[config.mk]
export PLATFORM = sky130hd
export DESIGN_NAME = grid_write_scheduler_flat
export DESIGN_NICKNAME = d
export VERILOG_FILES = /design/src/rtl/grid_write_scheduler_pkg.sv /design/src/rtl/grid_write_scheduler_if.sv /design/src/rtl/grid_write_scheduler_arb.sv /design/src/rtl/grid_write_scheduler.sv /design/src/flat_wrapper.sv
export SDC_FILE = /design/constraint.sdc
export NUM_CORES = 1
export LEC_CHECK = 0
export ABC_AREA = 1
export BUFFER_PORTS_ARGS = -buffer_cell sky130_fd_sc_hd__buf_4
export CORE_MARGIN = 2
export CORE_UTILIZATION = 46
export CTS_BUF_LIST = sky130_fd_sc_hd__clkbuf_8 sky130_fd_sc_hd__clkbuf_16
export CTS_CLUSTER_SIZE = 40
export DETAILED_ROUTE_END_ITERATION = 6
export PLACE_DENSITY_LB_ADDON = 0.15
export SYNTH_ARGS = -nofsm -noshare
export SYNTH_HDL_FRONTEND = slang
export SYNTH_HIERARCHICAL = 1
export SYNTH_SLANG_ARGS = --single-unit
[constraint.sdc]
create_clock -name clk -period 1.6 [get_ports clk]
set_input_delay 0.08 -clock clk [delete_from_list [all_inputs] [get_ports clk]]
set_output_delay 0.08 -clock clk [all_outputs]
set_load 0.01 [all_outputs]
[src/rtl/grid_write_scheduler_pkg.sv]
`default_nettype none
// ============================================================================
// Module : grid_pkg
// Desc   : Grid geometry, cell encodings and scheduler state type.
// Rev    : 1.0
// ============================================================================
package grid_pkg;

    localparam int unsigned GRID_X_MAX = 10;
    localparam int unsigned GRID_Y_MAX = 8;
    localparam int unsigned COORD_W    = 4;
    localparam int unsigned VALUE_W    = 2;

    typedef enum logic [VALUE_W-1:0] {
        CELL_UNEXPLORED = 2'b00,
        CELL_VISITED    = 2'b01,
        CELL_WALL       = 2'b10,
        CELL_ROBOT      = 2'b11
    } cell_value_e;

    typedef enum logic [0:0] {
        ST_CLEAR = 1'b0,
        ST_SERVE = 1'b1
    } state_e;

    function automatic logic coord_in_range(input logic [COORD_W-1:0] x,
                                            input logic [COORD_W-1:0] y);
        return (x <= COORD_W'(GRID_X_MAX)) && (y <= COORD_W'(GRID_Y_MAX));
    endfunction

endpackage
`default_nettype wire

[src/rtl/grid_write_scheduler_if.sv]
`default_nettype none
// ============================================================================
// Module : grid_write_if
// Desc   : Requester handshakes plus grid-memory write port of the scheduler.
// Rev    : 1.0
// ============================================================================
interface grid_write_if;
    import grid_pkg::*;

    logic               clear;

    logic               r0_valid;
    logic [COORD_W-1:0] r0_x;
    logic [COORD_W-1:0] r0_y;
    logic [VALUE_W-1:0] r0_value;
    logic               r0_ack;

    logic               r1_valid;
    logic [COORD_W-1:0] r1_x;
    logic [COORD_W-1:0] r1_y;
    logic [VALUE_W-1:0] r1_value;
    logic               r1_ack;

    logic [COORD_W-1:0] X_COORD;
    logic [COORD_W-1:0] Y_COORD;
    logic [VALUE_W-1:0] VALUE;
    logic               ENABLE;
    logic               busy;
    logic               bad_coord;

    // Requesters / test environment side
    modport master (
        output clear,
        output r0_valid, r0_x, r0_y, r0_value,
        output r1_valid, r1_x, r1_y, r1_value,
        input  r0_ack, r1_ack,
        input  X_COORD, Y_COORD, VALUE, ENABLE, busy, bad_coord
    );

    // Scheduler side
    modport slave (
        input  clear,
        input  r0_valid, r0_x, r0_y, r0_value,
        input  r1_valid, r1_x, r1_y, r1_value,
        output r0_ack, r1_ack,
        output X_COORD, Y_COORD, VALUE, ENABLE, busy, bad_coord
    );

endinterface
`default_nettype wire

[src/rtl/grid_write_scheduler_arb.sv]
`default_nettype none
// ============================================================================
// Module : rr_arbiter2
// Desc   : Two-input round-robin arbiter; prio_i=0 favours requester 0.
// Rev    : 1.0
// ============================================================================
module rr_arbiter2 (
    input  wire logic [1:0] req_i,
    input  wire logic       prio_i,
    output logic      [1:0] grant_o,
    output logic            prio_o
);

    logic [1:0] grant;

    always_comb begin
        grant = req_i;
        if (req_i == 2'b11) begin
            grant = prio_i ? 2'b10 : 2'b01;
        end
    end

    // Favour whichever requester was not just served; hold when idle.
    always_comb begin
        prio_o = prio_i;
        if (grant[0]) begin
            prio_o = 1'b1;
        end else if (grant[1]) begin
            prio_o = 1'b0;
        end
    end

    assign grant_o = grant;

endmodule
`default_nettype wire

[src/rtl/grid_write_scheduler.sv]
`default_nettype none
// ============================================================================
// Module : grid_write_scheduler
// Desc   : Arbitrates two grid-write requesters and runs full-grid clear sweeps.
// Rev    : 1.0
// ============================================================================
module grid_write_scheduler
    import grid_pkg::*;
(
    input  wire logic   clk,
    input  wire logic   reset,
    grid_write_if.slave bus
);

    state_e             state_q, state_d;
    logic [COORD_W-1:0] sweep_x_q, sweep_x_d;
    logic [COORD_W-1:0] sweep_y_q, sweep_y_d;
    logic               prio_q, prio_d;

    logic               en_q, en_d;
    logic [COORD_W-1:0] x_q, x_d;
    logic [COORD_W-1:0] y_q, y_d;
    logic [VALUE_W-1:0] val_q, val_d;
    logic               busy_q, busy_d;
    logic               bad_q, bad_d;
    logic               ack0_q, ack0_d;
    logic               ack1_q, ack1_d;

    logic [1:0]         req;
    logic [1:0]         grant;
    logic               prio_next;
    logic [COORD_W-1:0] req_x;
    logic [COORD_W-1:0] req_y;
    logic [VALUE_W-1:0] req_val;

    // A requester whose ack is on the wire this cycle is still showing the
    // request just consumed, so it must not be granted again.
    assign req = {bus.r1_valid & ~ack1_q, bus.r0_valid & ~ack0_q};

    rr_arbiter2 u_arb (
        .req_i   (req),
        .prio_i  (prio_q),
        .grant_o (grant),
        .prio_o  (prio_next)
    );

    assign req_x   = grant[1] ? bus.r1_x     : bus.r0_x;
    assign req_y   = grant[1] ? bus.r1_y     : bus.r0_y;
    assign req_val = grant[1] ? bus.r1_value : bus.r0_value;

    always_comb begin
        state_d   = state_q;
        sweep_x_d = sweep_x_q;
        sweep_y_d = sweep_y_q;
        prio_d    = prio_q;
        en_d      = 1'b0;
        x_d       = x_q;
        y_d       = y_q;
        val_d     = val_q;
        busy_d    = 1'b0;
        bad_d     = 1'b0;
        ack0_d    = 1'b0;
        ack1_d    = 1'b0;

        case (state_q)
            ST_CLEAR: begin
                en_d   = 1'b1;
                busy_d = 1'b1;
                x_d    = sweep_x_q;
                y_d    = sweep_y_q;
                val_d  = CELL_UNEXPLORED;
                if (sweep_x_q == COORD_W'(GRID_X_MAX)) begin
                    sweep_x_d = '0;
                    if (sweep_y_q == COORD_W'(GRID_Y_MAX)) begin
                        sweep_y_d = '0;
                        state_d   = ST_SERVE;
                    end else begin
                        sweep_y_d = sweep_y_q + 1'b1;
                    end
                end else begin
                    sweep_x_d = sweep_x_q + 1'b1;
                end
            end

            ST_SERVE: begin
                if (bus.clear) begin
                    state_d   = ST_CLEAR;
                    sweep_x_d = '0;
                    sweep_y_d = '0;
                end else if (grant != 2'b00) begin
                    ack0_d = grant[0];
                    ack1_d = grant[1];
                    prio_d = prio_next;
                    if (coord_in_range(req_x, req_y)) begin
                        en_d  = 1'b1;
                        x_d   = req_x;
                        y_d   = req_y;
                        val_d = req_val;
                    end else begin
                        bad_d = 1'b1;
                    end
                end
            end
        endcase
    end

    always_ff @(posedge clk) begin
        if (reset) begin
            state_q   <= ST_CLEAR;
            sweep_x_q <= '0;
            sweep_y_q <= '0;
            prio_q    <= 1'b0;
            en_q      <= 1'b0;
            x_q       <= '0;
            y_q       <= '0;
            val_q     <= '0;
            busy_q    <= 1'b0;
            bad_q     <= 1'b0;
            ack0_q    <= 1'b0;
            ack1_q    <= 1'b0;
        end else begin
            state_q   <= state_d;
            sweep_x_q <= sweep_x_d;
            sweep_y_q <= sweep_y_d;
            prio_q    <= prio_d;
            en_q      <= en_d;
            x_q       <= x_d;
            y_q       <= y_d;
            val_q     <= val_d;
            busy_q    <= busy_d;
            bad_q     <= bad_d;
            ack0_q    <= ack0_d;
            ack1_q    <= ack1_d;
        end
    end

    assign bus.ENABLE    = en_q;
    assign bus.X_COORD   = x_q;
    assign bus.Y_COORD   = y_q;
    assign bus.VALUE     = val_q;
    assign bus.busy      = busy_q;
    assign bus.bad_coord = bad_q;
    assign bus.r0_ack    = ack0_q;
    assign bus.r1_ack    = ack1_q;

endmodule
`default_nettype wire

[src/flat_wrapper.sv]
// flat-port wrapper written by rule: the top's interface ports become plain ports
module grid_write_scheduler_flat import grid_pkg::*;
  (clk, reset, bus_clear, bus_r0_valid, bus_r0_x, bus_r0_y, bus_r0_value, bus_r1_valid, bus_r1_x, bus_r1_y, bus_r1_value, bus_r0_ack, bus_r1_ack, bus_X_COORD, bus_Y_COORD, bus_VALUE, bus_ENABLE, bus_busy, bus_bad_coord);
  grid_write_if bus_i ();
  input  wire logic clk;
  input  wire logic reset;
  input wire logic [$bits(bus_i.clear)-1:0] bus_clear;
  input wire logic [$bits(bus_i.r0_valid)-1:0] bus_r0_valid;
  input wire logic [$bits(bus_i.r0_x)-1:0] bus_r0_x;
  input wire logic [$bits(bus_i.r0_y)-1:0] bus_r0_y;
  input wire logic [$bits(bus_i.r0_value)-1:0] bus_r0_value;
  input wire logic [$bits(bus_i.r1_valid)-1:0] bus_r1_valid;
  input wire logic [$bits(bus_i.r1_x)-1:0] bus_r1_x;
  input wire logic [$bits(bus_i.r1_y)-1:0] bus_r1_y;
  input wire logic [$bits(bus_i.r1_value)-1:0] bus_r1_value;
  output wire logic [$bits(bus_i.r0_ack)-1:0] bus_r0_ack;
  output wire logic [$bits(bus_i.r1_ack)-1:0] bus_r1_ack;
  output wire logic [$bits(bus_i.X_COORD)-1:0] bus_X_COORD;
  output wire logic [$bits(bus_i.Y_COORD)-1:0] bus_Y_COORD;
  output wire logic [$bits(bus_i.VALUE)-1:0] bus_VALUE;
  output wire logic [$bits(bus_i.ENABLE)-1:0] bus_ENABLE;
  output wire logic [$bits(bus_i.busy)-1:0] bus_busy;
  output wire logic [$bits(bus_i.bad_coord)-1:0] bus_bad_coord;
  assign bus_i.clear = bus_clear;
  assign bus_i.r0_valid = bus_r0_valid;
  assign bus_i.r0_x = bus_r0_x;
  assign bus_i.r0_y = bus_r0_y;
  assign bus_i.r0_value = bus_r0_value;
  assign bus_i.r1_valid = bus_r1_valid;
  assign bus_i.r1_x = bus_r1_x;
  assign bus_i.r1_y = bus_r1_y;
  assign bus_i.r1_value = bus_r1_value;
  assign bus_r0_ack = bus_i.r0_ack;
  assign bus_r1_ack = bus_i.r1_ack;
  assign bus_X_COORD = bus_i.X_COORD;
  assign bus_Y_COORD = bus_i.Y_COORD;
  assign bus_VALUE = bus_i.VALUE;
  assign bus_ENABLE = bus_i.ENABLE;
  assign bus_busy = bus_i.busy;
  assign bus_bad_coord = bus_i.bad_coord;
  grid_write_scheduler u_core (.clk(clk), .reset(reset), .bus(bus_i));
endmodule
==> results.txt <==
Status: finished with violations
Violated checks: setup timing
Slew Limit Fails: 0
Final Cell Area: 2120 um^2
1st-pass router iterations: 4
ANT nets after route: 0
Area share of the leading cell type in the synthesized netlist: 35.0%
Critical path cell sequence: nor2_4, nand2_2, nand2_4, buf_6, nand2_2, o21ai_4, nand2_2, nand2_4, nand2_2, o21ai_2, inv_1, nand2_1, inv_1
Skew final: 0.00334 ns
FF+latch area: 503 um^2
Cell accounting for the most synthesized area: dfxtp_1
Count of buffer and inverter cells on the critical path: 3
Wire per inst: 12.2 um
Simple-gate share of the synthesized area: 34.8%
CTS clk-pin slew, worst paths: 0.08 ns
First-pass GRT wire length: 6.00 mm
Compound-Gate Fraction of Synth Area: 14.2%
Setup ws final: -0.0656 ns
Hold wc startpoint: reset
Placer congestion estimate: 0.841
Post-synthesis xor/xnor area fraction: 0%
Cell Rows: 20
Sequential fraction of design power: 49.2%
Largest family of logic cells by synthesized area: simple AND/OR/NAND/NOR gates
Tcrit/Tclk final: 104%
Die Y: 59.8 um
GRT overflow: 0
Clock sink count: 25
Starting Density: 47.7%
Fraction of layout cells with a size suffix above 1: 38.5%
Setup CP Type: flip-flop to flip-flop
Leak: 0.00101 uW
Pre-CTS setup slack: -0.106 ns
Num CTS Buffers: 3
Worst r2r path cells: 13
CP Capture Type: flip-flop
CP Data Required Time: 1.77 ns
Pwr/cell area: 615 nW/um^2
Switch Pwr: 358 uW
Vias in the first global route: 1393
Clock power frac: 28.0%
Internal: 947 uW
Final nets: 316
Post-synthesis mux area share: 0%
Combinational share of power: 22.8%
DR DRC count: 0
Avg Cell Area, Syn: 6.36 um^2
CTS Root Cell: clkbuf_8
Area delta synth->final: 48.3%
End point of the worst hold path: u_core/state_q$_SDFF_PP0_
Core area: 3000 um^2
Reg2Reg Capture Point: u_core/bus.X_COORD[0]$_SDFFE_PP0P_
Antenna violations before repair: 0
Pin count of the biggest net entering global routing: 26
Overall Global Routing Usage: 21.9%
IO Count: 40
Die Footprint: 3570 um^2
Unrepaired setup endpoints after global routing: yes
Cell Area, Placed: 1850 um^2
DRT iter0 DRCs: 98
Post-Synthesis Cells: 225
Final min period: 1.67 ns
Crit start category: flip-flop
Dpl hpwl: 2.52 mm
Synth Area in Adders: 3.50%
Rel. slew slack: 77.4%
Worst EP arrival: 1.84 ns
Worst Hold Class: input pin to flip-flop
Synth warnings: 6
Worst vdd ir: 0.000609 V
Routed WL: 3.90 mm
Area of the multi-input gates: 911 um^2
Port bufs: 39
Crit path max-delay family: simple AND/OR/NAND/NOR gates
Via density: 5.05
Die W: 59.8 um
Cell Area, Synth: 1430 um^2
Final Core Density: 70.7%
CTS tree: done
Crit-path most repeated cell: nand2_2
Seq/Total Area, Yosys: 35.0%
Critical path's largest stage delay: 0.34 ns
H-tree Lvls: 1
Synth cell types: 24
Syn Nets: 254
Final antenna diode count: 0
CTS hold repair buffers: 0
Synth Register Bits: 25
Fillers: 257
Hold depth: 2
Vias: 1612
Final hold vios: 0
Flop2flop setup slack: -0.07 ns
Critical path peak fanout: 5
Max Cap Violations: 0
Slew @ Worst Pin: 0.337 ns
Peak Freq: 600 MHz
Worst path slowest cell: dfxtp_2
Final Setup Violations: 11
Area contributors post-synth: dfxtp_1 35%, nand2_1 17%, inv_1 8.9%
RR Startpoint: u_core/bus.r1_ack$_SDFF_PP0_
Clock tree buffer depth: 2
Worst-Skew Late Latency: 0.27 ns
Sw Share: 27.4%
-- logic make-up (layout without fill, tap and decap cells) --
group                    Yosys count  count (layout)
AO/OA/AOI/OAI                     35              35
adder cells (fa/ha/maj)            4               4
AND/OR/NAND/NOR                  118             121
buffers and inverters             43             101
flip-flops                        25              25
-- metrics by stage --
step                      hold WS, ns  instances  setup TNS [ns]  total power, uW
after detailed placement        0.364        306          -0.940              875
after floorplan                 0.268        225               0              775
after CTS                      0.0710        316          -0.118             1280
after global placement          0.367        306          -0.771              872
after global routing           0.0829        319           -1.56             1370
final                          0.0829        319          -0.563             1310
-- per-layer routing --
| layer | vias up | track usage, % | share of wire (%) |
|---|---|---|---|
| li1 | 825 | - | - |
| met3 | 13 | 4.11 | 4.5 |
| met4 | 0 | 6.03 | 1.9 |
| met1 | 727 | 29.3 | 45 |
| met2 | 47 | 35.9 | 49 |
| met5 | - | 0 | 0 |
-- repair_timing --
item                       4_1_cts  5_1_grt
gates resized for setup         20       22
pin swaps                       16       13
gates cloned                     3        0
setup buffers                    3        3
setup endpoints to repair       11       14
-- how the worst max path moves through the flow --
stage | cells past startpoint | startpoint | slack [ns] | endpoint
final | 13 | u_core/bus.r1_ack$_SDFF_PP0_ | -0.07 | u_core/bus.X_COORD[0]$_SDFFE_PP0P_
after global routing | 13 | u_core/bus.r1_ack$_SDFF_PP0_ | -0.17 | u_core/bus.X_COORD[0]$_SDFFE_PP0P_
after CTS | 12 | u_core/bus.r1_ack$_SDFF_PP0_ | -0.02 | u_core/bus.VALUE[0]$_SDFFE_PP0P_
after detailed placement | 11 | u_core/bus.r1_ack$_SDFF_PP0_ | -0.11 | u_core/bus.X_COORD[3]$_SDFFE_PP0P_
after global placement | 11 | u_core/bus.r1_ack$_SDFF_PP0_ | -0.08 | u_core/bus.Y_COORD[1]$_SDFFE_PP0P_
after floorplan | 12 | u_core/bus.r1_ack$_SDFF_PP0_ | 0.003 | u_core/bus.X_COORD[3]$_SDFFE_PP0P_
-- synthesized netlist by cell type --
cell type,instances
nand2_1,66
inv_1,34
nor2_1,26
dfxtp_1,25
nand3_1,16
a21oi_1,15
o21ai_0,11
a21oi_2,7
ha_1,4
buf_2,3
buf_6,2
nand2_2,2
nor2_2,2
nor3_1,2
a31oi_1,1
buf_1,1
clkbuf_1,1
clkinv_1,1
inv_2,1
nand3_4,1
nand3b_1,1
nand4_1,1
o21ai_1,1
or2_2,1
-- state kept, by name (all words and copies together) (netlist names), 2 cells and up --
register	count
u_core/sweep_y_q	4
u_core/bus.X_COORD	4
u_core/sweep_x_q	4
u_core/bus.Y_COORD	4
u_core/bus.VALUE	2
-- layout by cell type (no fill, tap or decap), drive strengths merged --
cell	synthesis	final
nand2	68	68
buf	6	61
inv	35	36
nor2	28	28
dfxtp	25	25
a21oi	22	22
nand3	17	20
o21ai	12	12
ha	4	4
clkbuf	1	3
nor3	2	2
nand4	1	1
clkinv	1	1
nand3b	1	1
or2	1	1
a31oi	1	1
-- worst register-to-register path, stage by stage (launching register included) --
cell,delay [ns]
dfxtp_2,0.34
nor2_4,0.16
nand2_2,0.09
nand2_4,0.13
buf_6,0.13
nand2_2,0.07
o21ai_4,0.07
nand2_2,0.09
nand2_4,0.15
nand2_2,0.09
o21ai_2,0.13
inv_1,0.05
nand2_1,0.05
inv_1,0.03
-- power groups by stage --
stage	clock, uW	sequential, uW	combinational, uW
after detailed placement	0	657	217
after CTS	378	643	260
final	365	643	297
after global routing	398	644	325
after floorplan	0	663	112
after global placement	0	657	215
-- area by class of cell --
cell class | instances | area share (%)
multi-input cells | 160 | 42.9
repair buffers | 61 | 22.7
well taps | 33 | 1.95
clock buffers | 3 | 1.95
flip-flops and latches | 25 | 23.7
clock inverters | 1 | 0.177
inverters | 36 | 6.60
Note: power is estimated with default switching activity, not from simulation.
